File: src/rtl/hazard_pkg.sv
// Shared types and constants for the pipeline hazard (stall/flush) controller.
package hazard_pkg;

  localparam int unsigned PERF_CNT_W = 32;

  typedef enum logic [1:0] {
    RUN     = 2'd0,
    FLUSH   = 2'd1,
    RECOVER = 2'd2
  } hazard_state_e;

  typedef enum logic [1:0] {
    NONE = 2'd0,
    IQ   = 2'd1,
    ROB  = 2'd2,
    FL   = 2'd3
  } stall_cause_e;

endpackage

File: src/rtl/hazard_perf_counter.sv
// Saturating event counter with enable; holds at all-ones.
module hazard_perf_counter #(
  parameter int unsigned W = 32
) (
  input  logic         clk,
  input  logic         rst_n,
  input  logic         en,
  output logic [W-1:0] count
);

  // Count enabled cycles, stopping at the maximum value.
  always_ff @(posedge clk or negedge rst_n) begin
    if (!rst_n) begin
      count <= '0;
    end else if (en && (count != '1)) begin
      count <= count + W'(1);
    end
  end

endmodule

File: src/rtl/hazard_ctrl.sv
// Stall/flush controller for the IF/RN/DISP/ISSUE pipeline front.
// Resource stalls are resolved combinationally in RUN; a small FSM sequences
// flush and rename-map recovery. Optional performance counters are built
// when HAZARD_PERF_EN is defined.
module hazard_ctrl
  import hazard_pkg::*;
#(
  parameter int unsigned DISPATCH_WIDTH = 2,
  parameter int unsigned FREELIST_DEPTH = 32,
  parameter int unsigned ROB_DEPTH      = 16,
  parameter int unsigned IQ_DEPTH       = 8,
  parameter int unsigned MIN_RECOVER    = 2
) (
  input  logic                                 clk,
  input  logic                                 rst_n,
  input  logic [$clog2(FREELIST_DEPTH+1)-1:0]  freelist_free,
  input  logic [$clog2(ROB_DEPTH+1)-1:0]       rob_free,
  input  logic [$clog2(IQ_DEPTH+1)-1:0]        iq_free,
  input  logic [$clog2(DISPATCH_WIDTH+1)-1:0]  rn_dest_cnt,
  input  logic [$clog2(DISPATCH_WIDTH+1)-1:0]  disp_cnt,
  input  logic                                 flush_req,
  input  logic                                 recover_done,
  output logic                                 stall_if,
  output logic                                 stall_rn,
  output logic                                 stall_disp,
  output logic                                 stall_issue,
  output logic                                 flush_if,
  output logic                                 flush_rn,
  output logic                                 flush_disp,
  output logic                                 flush_issue,
  output logic                                 busy
`ifdef HAZARD_PERF_EN
  ,
  output logic [PERF_CNT_W-1:0]                perf_iq_stall,
  output logic [PERF_CNT_W-1:0]                perf_rob_stall,
  output logic [PERF_CNT_W-1:0]                perf_fl_stall,
  output logic [PERF_CNT_W-1:0]                perf_flush_cycles
`endif
);

  localparam int unsigned FL_W  = $clog2(FREELIST_DEPTH+1);
  localparam int unsigned ROB_W = $clog2(ROB_DEPTH+1);
  localparam int unsigned IQ_W  = $clog2(IQ_DEPTH+1);
  localparam int unsigned CNT_W = $clog2(DISPATCH_WIDTH+1);
  localparam int unsigned CMP_A = (FL_W > ROB_W) ? FL_W : ROB_W;
  localparam int unsigned CMP_B = (CMP_A > IQ_W) ? CMP_A : IQ_W;
  localparam int unsigned CMP_W = (CMP_B > CNT_W) ? CMP_B : CNT_W;
  localparam int unsigned REC_W = $clog2(MIN_RECOVER+1);
  localparam logic [REC_W-1:0] REC_LOAD = REC_W'(MIN_RECOVER-1);

  hazard_state_e    state;
  hazard_state_e    state_nx;
  logic [REC_W-1:0] rec_cnt;
  logic             flush_q;
  logic             busy_q;
  logic             iq_short_c;
  logic             rob_short_c;
  logic             fl_short_c;
  stall_cause_e     cause_c;

  // Resource shortfalls and the prioritised stall reason for this cycle.
  always_comb begin
    iq_short_c  = CMP_W'(disp_cnt) > CMP_W'(iq_free);
    rob_short_c = CMP_W'(disp_cnt) > CMP_W'(rob_free);
    fl_short_c  = CMP_W'(rn_dest_cnt) > CMP_W'(freelist_free);
    cause_c     = NONE;
    if (iq_short_c) begin
      cause_c = IQ;
    end else if (rob_short_c) begin
      cause_c = ROB;
    end else if (fl_short_c) begin
      cause_c = FL;
    end
  end

  // Next state: a flush request always restarts the flush sequence.
  always_comb begin
    state_nx = state;
    case (state)
      RUN: begin
        if (flush_req) state_nx = FLUSH;
      end
      FLUSH: begin
        state_nx = flush_req ? FLUSH : RECOVER;
      end
      RECOVER: begin
        if (flush_req) begin
          state_nx = FLUSH;
        end else if ((rec_cnt == '0) && recover_done) begin
          state_nx = RUN;
        end
      end
      default: state_nx = RUN;
    endcase
  end

  // State, minimum-recovery counter and registered flush/busy flags.
  always_ff @(posedge clk or negedge rst_n) begin
    if (!rst_n) begin
      state   <= RUN;
      rec_cnt <= '0;
      flush_q <= 1'b0;
      busy_q  <= 1'b0;
    end else begin
      state   <= state_nx;
      flush_q <= (state_nx == FLUSH);
      busy_q  <= (state_nx != RUN);
      if (state == FLUSH) begin
        rec_cnt <= REC_LOAD;
      end else if ((state == RECOVER) && (rec_cnt != '0)) begin
        rec_cnt <= rec_cnt - REC_W'(1);
      end
    end
  end

  // Stall outputs: resource-driven in RUN, FSM-driven otherwise. Issue is
  // only held during the flush cycle so that IQ/ROB can always drain.
  always_comb begin
    stall_if    = 1'b0;
    stall_rn    = 1'b0;
    stall_disp  = 1'b0;
    stall_issue = 1'b0;
    if (busy_q) begin
      stall_if    = flush_q;
      stall_rn    = 1'b1;
      stall_disp  = 1'b1;
      stall_issue = flush_q;
    end else begin
      stall_if    = (cause_c != NONE);
      stall_rn    = (cause_c != NONE);
      stall_disp  = (cause_c == IQ) || (cause_c == ROB);
    end
  end

  assign flush_if    = flush_q;
  assign flush_rn    = flush_q;
  assign flush_disp  = flush_q;
  assign flush_issue = flush_q;
  assign busy        = busy_q;

`ifdef HAZARD_PERF_EN
  // Per-cause RUN stall counters plus busy-cycle counter.
  hazard_perf_counter #(.W(PERF_CNT_W)) u_perf_iq (
    .clk   (clk),
    .rst_n (rst_n),
    .en    (!busy_q && (cause_c == IQ)),
    .count (perf_iq_stall)
  );

  hazard_perf_counter #(.W(PERF_CNT_W)) u_perf_rob (
    .clk   (clk),
    .rst_n (rst_n),
    .en    (!busy_q && (cause_c == ROB)),
    .count (perf_rob_stall)
  );

  hazard_perf_counter #(.W(PERF_CNT_W)) u_perf_fl (
    .clk   (clk),
    .rst_n (rst_n),
    .en    (!busy_q && (cause_c == FL)),
    .count (perf_fl_stall)
  );

  hazard_perf_counter #(.W(PERF_CNT_W)) u_perf_flush (
    .clk   (clk),
    .rst_n (rst_n),
    .en    (busy_q),
    .count (perf_flush_cycles)
  );
`endif

endmodule

File: config.mk
export PLATFORM = sky130hd
export DESIGN_NAME = hazard_ctrl
export DESIGN_NICKNAME = d
export VERILOG_FILES = /design/src/rtl/hazard_pkg.sv /design/src/rtl/hazard_perf_counter.sv /design/src/rtl/hazard_ctrl.sv
export SDC_FILE = /design/constraint.sdc
export NUM_CORES = 1
export LEC_CHECK = 0
export ABC_AREA = 1
export CAP_MARGIN = 30
export CORE_MARGIN = 3
export CORE_UTILIZATION = 36
export DETAILED_ROUTE_END_ITERATION = 12
export GPL_ROUTABILITY_DRIVEN = 0
export PLACE_DENSITY = 0.78
export SETUP_SLACK_MARGIN = 0.2
export SLEW_MARGIN = 5
export SYNTH_ARGS = -nofsm -noshare
export SYNTH_HDL_FRONTEND = slang
export SYNTH_SLANG_ARGS = --single-unit
File: constraint.sdc
create_clock -name clk -period 2.1 [get_ports clk]
set_input_delay 0.315 -clock clk [delete_from_list [all_inputs] [get_ports clk]]
set_output_delay 0.315 -clock clk [all_outputs]
set_load 0.03 [all_outputs]
# Word-level counts from Yosys, hierarchy flattened
# Index checks and enable logic that the tools add are counted.
[op_classes]
n_addsub = 1
magnitude_cmp = 3
eq_ne = 5
muxes = 14
reduce_logical = 9
[ops]
columns = ["operator", "count"]
rows = [
  ["2-to-1 mux 2 bit", 9],
  ["nonzero test 2 bit", 4],
  ["equality test 2 x 1 -> 1 bit, second input constant", 3],
  ["greater-than comparator 2 x 6 -> 1 bit", 1],
  ["case mux 2 bit (3 select lines)", 1],
  ["greater-than comparator 2 x 5 -> 1 bit", 1],
  ["equality test 2 bit, second input constant", 2],
  ["greater-than comparator 2 x 4 -> 1 bit", 1],
  ["logical NOT 2 bit", 2],
  ["2-to-1 mux 1 bit", 4],
  ["logical AND 1 bit", 2],
  ["subtractor 2 x 1 -> 2 bit, second input constant", 1],
  ["logical OR 1 bit", 1],
]
[totals]
reg_bits = 6
elab_cells = 36

# Depth between registers and ports, before layout
[depth]
word_depth = 7
ltp_mapped = 10
depth_no_buf = 10

# Worst setup path after synthesis
# OpenSTA, ideal clock, no wires.
[synth_path]
kind = "input -> output"
start = "in rob_free[1]"
end = "out stall_if"
t_arrival_ns = 1.883
t_required_ns = 1.785
setup_slack_ns = -0.098
stages = 8
path_cell_list = "inv_1 > ha_1 > a21oi_1 > nor2_2 > nor2_1 > nor2_1 > ha_1 > o21ai_0"
[synth_via]
elab_chain_len = 5
[synth_rtl]
columns = ["element", "line_no", "text"]
rows = [
  ["start: declaration", "hazard_ctrl.sv:17", "input logic [$clog2(ROB_DEPTH+1)-1:0] rob_free,"],
  ["greater-than comparator 2 x 5 -> 1 bit", "hazard_ctrl.sv:64", "rob_short_c = CMP_W'(disp_cnt) > CMP_W'(rob_free);"],
  ["2-to-1 mux 2 bit", "hazard_ctrl.sv:69", "end else if (rob_short_c) begin"],
  ["2-to-1 mux 2 bit", "hazard_ctrl.sv:67", "if (iq_short_c) begin"],
  ["nonzero test 2 bit", "hazard_ctrl.sv:129", "stall_if = (cause_c != NONE);"],
  ["2-to-1 mux 1 bit", "hazard_ctrl.sv:123", "if (busy_q) begin"],
  ["end: declaration", "hazard_ctrl.sv:23", "output logic stall_if,"],
]
# Every way passes these cells.

# Final worst setup path
[layout_path]
start = "in rn_dest_cnt[0]"
end = "out stall_disp"
[layout_via]
elab_chain_len = 7
elab_cells_between_ends = 8
cone_classes = "order compare (1); eq/ne (2); mux (4); reduce/logical (1)"
[layout_rtl]
columns = ["element", "line_no", "text"]
rows = [
  ["start: declaration", "hazard_ctrl.sv:19", "input logic [$clog2(DISPATCH_WIDTH+1)-1:0] rn_dest_cnt,"],
  ["greater-than comparator 2 x 6 -> 1 bit *", "hazard_ctrl.sv:65", "fl_short_c = CMP_W'(rn_dest_cnt) > CMP_W'(freelist_free);"],
  ["2-to-1 mux 2 bit *", "hazard_ctrl.sv:71", "end else if (fl_short_c) begin"],
  ["2-to-1 mux 2 bit *", "hazard_ctrl.sv:69", ""],
  ["2-to-1 mux 2 bit *", "hazard_ctrl.sv:67", ""],
  ["equality test 2 x 1 -> 1 bit / equality test 2 bit (equally long branches)", "hazard_ctrl.sv:131", "stall_disp = (cause_c == IQ) || (cause_c == ROB);"],
  ["logical OR 1 bit *", "hazard_ctrl.sv:131", ""],
  ["2-to-1 mux 1 bit *", "hazard_ctrl.sv:123", ""],
  ["end: declaration", "hazard_ctrl.sv:25", "output logic stall_disp,"],
]
# Mark *: on every way between the ends. The rest lies on a longest branch, timed or not.

==> run_results.csv <==
group,metric,value,unit
status,status,"finished clean",
logic_synthesis,synth_area,528,µm²
timing,skew,2.96,ps
timing,holdWs,309,ps
timing,hold_viol,0,
logic_synthesis,synth_top_cell_area_share,28.4,%
power_and_ir_drop,ir_drop,0.443,mV
logic_synthesis,synthesis.nets,107,
clocking,cts_buffers,3,
power_and_ir_drop,p_per_area,527,nW/µm²
placement,port_buffers,31,
worst_setup_path,startpoint,"rn_dest_cnt[0]",
timing,setup_ws,96.5,ps
worst_setup_path,r2r_cells,5,
floorplan,coreArea,1330,µm²
timing,post-route-period-util,95.4,%
worst_setup_path,rr_endpoint,"rec_cnt[1]$_DFFE_PN0P_",
layout,antennaDiodeCount,0,
drt,drc,0,
worst_setup_path,cp.arrival,1690,ps
placement,place_inst,119,
global_route,grt_usage,17.0,%
clocking,clockBufferDepth,2,
placement,post-place-ws,-863,ps
worst_setup_path,end_kind,"output pin",
global_route,grt_pass1_vias,581,
timing,fin_crit,2000,ps
power_and_ir_drop,p_sw_share,36.5,%
floorplan,num_rows,13,
logic_synthesis,synth_common_cells,"22 x inv_1, 16 x nand2_1, 8 x ha_1",
layout,finalNonFillerCells,122,
logic_synthesis,yosys_warnings,0,
clocking,postCtsSetupRepairBufs,0,
run,max_cap_violations,0,
global_route,antenna_found_initial,0,
timing,setup_viol,0,
power_and_ir_drop,total_power,0.515,mW
timing,rsz0062_at_grt,"yes",
global_route,grt_pass1_wl,2380,µm
placement,place_area,836,µm²
logic_synthesis,ys.flop_type,"dfrtp_1",
timing,slew_headroom,77.6,%
power_and_ir_drop,clkPwrFrac,19.4,%
logic_synthesis,synthArstFlopShare,100,%
logic_synthesis,yosys.cell_types.count,17,
worst_setup_path,cp.required,1780,ps
layout,fin_area,977,µm²
logic_synthesis,avgSynthCellArea,6.95,µm²
worst_setup_path,reg2reg_from,"rec_cnt[0]$_DFFE_PN0P_",
worst_setup_path,reg2reg_slack,1020,ps
timing,slew_violations,0,
logic_synthesis,synth_seq_cells,6,
layout,drive_gt1_share,41.1,%
clocking,insertion_delay,240,ps
power_and_ir_drop,p_leak,0.499,nW
logic_synthesis,synth_edf_count,0,
floorplan,die_area,1960,µm²
drt,ant_nets,0,
logic_synthesis,netlist_instances,76,
drt,dr.pass1.iters,4,
drt,wire_per_inst,12.9,µm
drt,wl,1580,µm
timing,max_freq,499,MHz
worst_setup_path,worstSetupPathType,"input pin to output pin",
clocking,cts_max_level,1,
timing,tightestPinTransition,335,ps
worst_setup_path,cp-start-kind,"input pin",
clocking,cts_tree,"built",
power_and_ir_drop,p_int,0.327,mW
power_and_ir_drop,pwr-share-comb,51.2,%
floorplan,io-pin-count,32,
clocking,cts_sinks,6,
placement,hpwl,1160,µm
power_and_ir_drop,seqPwrFrac,29.3,%
logic_synthesis,ys_top_cells_by_area,"dfrtp_1 28%, ha_1 19%, inv_1 16%",
logic_synthesis,synth_most_common_cell,"inv_1",
drt,vias_per_cell,4.74,
layout,syn_to_final_growth,85.1,%
worst_setup_path,crit_path_max_fanout,2,
floorplan,die_w,44.3,µm
drt,vias,578,
logic_synthesis,synth_area_leader_cell,"dfrtp_1",
clocking,clk_pin_slew,40,ps
worst_hold_path,worstHoldPathType,"input pin to asynchronous set/reset pin",
global_route,grt_overflow_total,0,
global_route,grt_max_degree,7,
drt,drt-initial-drc-count,10,
floorplan,initial_core_util,39.6,%
floorplan,die_h,44.3,µm
logic_synthesis,ys_seq_area_share,28.4,%
clocking,root_buffer,"clkbuf_4",
power_and_ir_drop,netSwitchingPower,0.188,mW
layout,nets,140,
## cell usage in the layout, fill, tap and decap left out, types with 4 or more instances in the layout
cell type	netlist	layout
inv_1	22	16
nor2_2	1	4
buf_6	0	8
clkdlybuf4s50_1	0	8
ha_4	0	6
dlygate4sd2_1	0	9
nor2_1	7	4
nand2_1	16	11
dfrtp_1	6	6
nand2_2	0	5
## registers in the layout, indices dropped and copies added, names as in the netlist
name	cells
rec_cnt	2
state	2
busy	1
flush_disp	1
## routing by layer
layer  vias to the layer above  share of wire, %  track usage (%)
met5                         -                 0                0
met4                         0               1.2             12.0
met3                         2               6.4             4.47
met2                        24                53             31.4
met1                       261                39             16.0
li1                        291                 -                -
## power groups by stage
| stage | Clock (mW) | Combinational (mW) | Sequential [mW] |
|---|---|---|---|
| 6_report | 0.100 | 0.264 | 0.151 |
| 5_1_grt | 0.121 | 0.285 | 0.154 |
| 4_1_cts | 0.107 | 0.255 | 0.151 |
| 3_5_place_dp | 0 | 0.233 | 0.153 |
| 3_3_place_gp | 0 | 0.224 | 0.151 |
| 2_1_floorplan | 0 | 0.131 | 0.158 |
## critical path: stages
cell,delay (ps)
buf_6,100
inv_4,50
ha_4,190
nand2_2,70
nand2_2,50
inv_2,50
nand3_2,60
nor2_1,90
nor2_1,50
ha_1,290
or2_4,230
buf_6,140
## stage by stage
stage	setup TNS, ps	util [%]
floorplan	0	-
global placement	-1210	62.7
detailed placement	-1360	62.7
CTS	0	71.5
global route	0	73.3
finish	0	73.3
## worst max path at each step
stage	to	slack, ps
finish	stall_disp	100
global placement	stall_disp	-820
CTS	stall_disp	110
global route	stall_disp	0.5
detailed placement	stall_disp	-860
floorplan	stall_disp	230
## cell type report
cell class / count / area, µm²
fill: 100 / 357
sequential: 6 / 150
timing repair buffer: 31 / 299
multi-input combinational: 45 / 392
inverter: 22 / 95.1
clock buffer: 3 / 22.5
tap: 15 / 18.8
## kinds of logic after synthesis
group,count (synthesis),synth area share (%)
simple gates,30,24.6
fa+ha+maj,8,19.0
compound gates,7,8.06
flops,6,28.4
buf+inv,25,19.9
## timing repair
action | in CTS | in global routing
pin swaps | 24 | 9
hold buffers | 0 | 0
endpoints found under the hold margin | 0 | 0
endpoints found under the setup margin | 3 | 4
gates resized for setup | 84 | 8
Power figures use the tool's default switching activity.
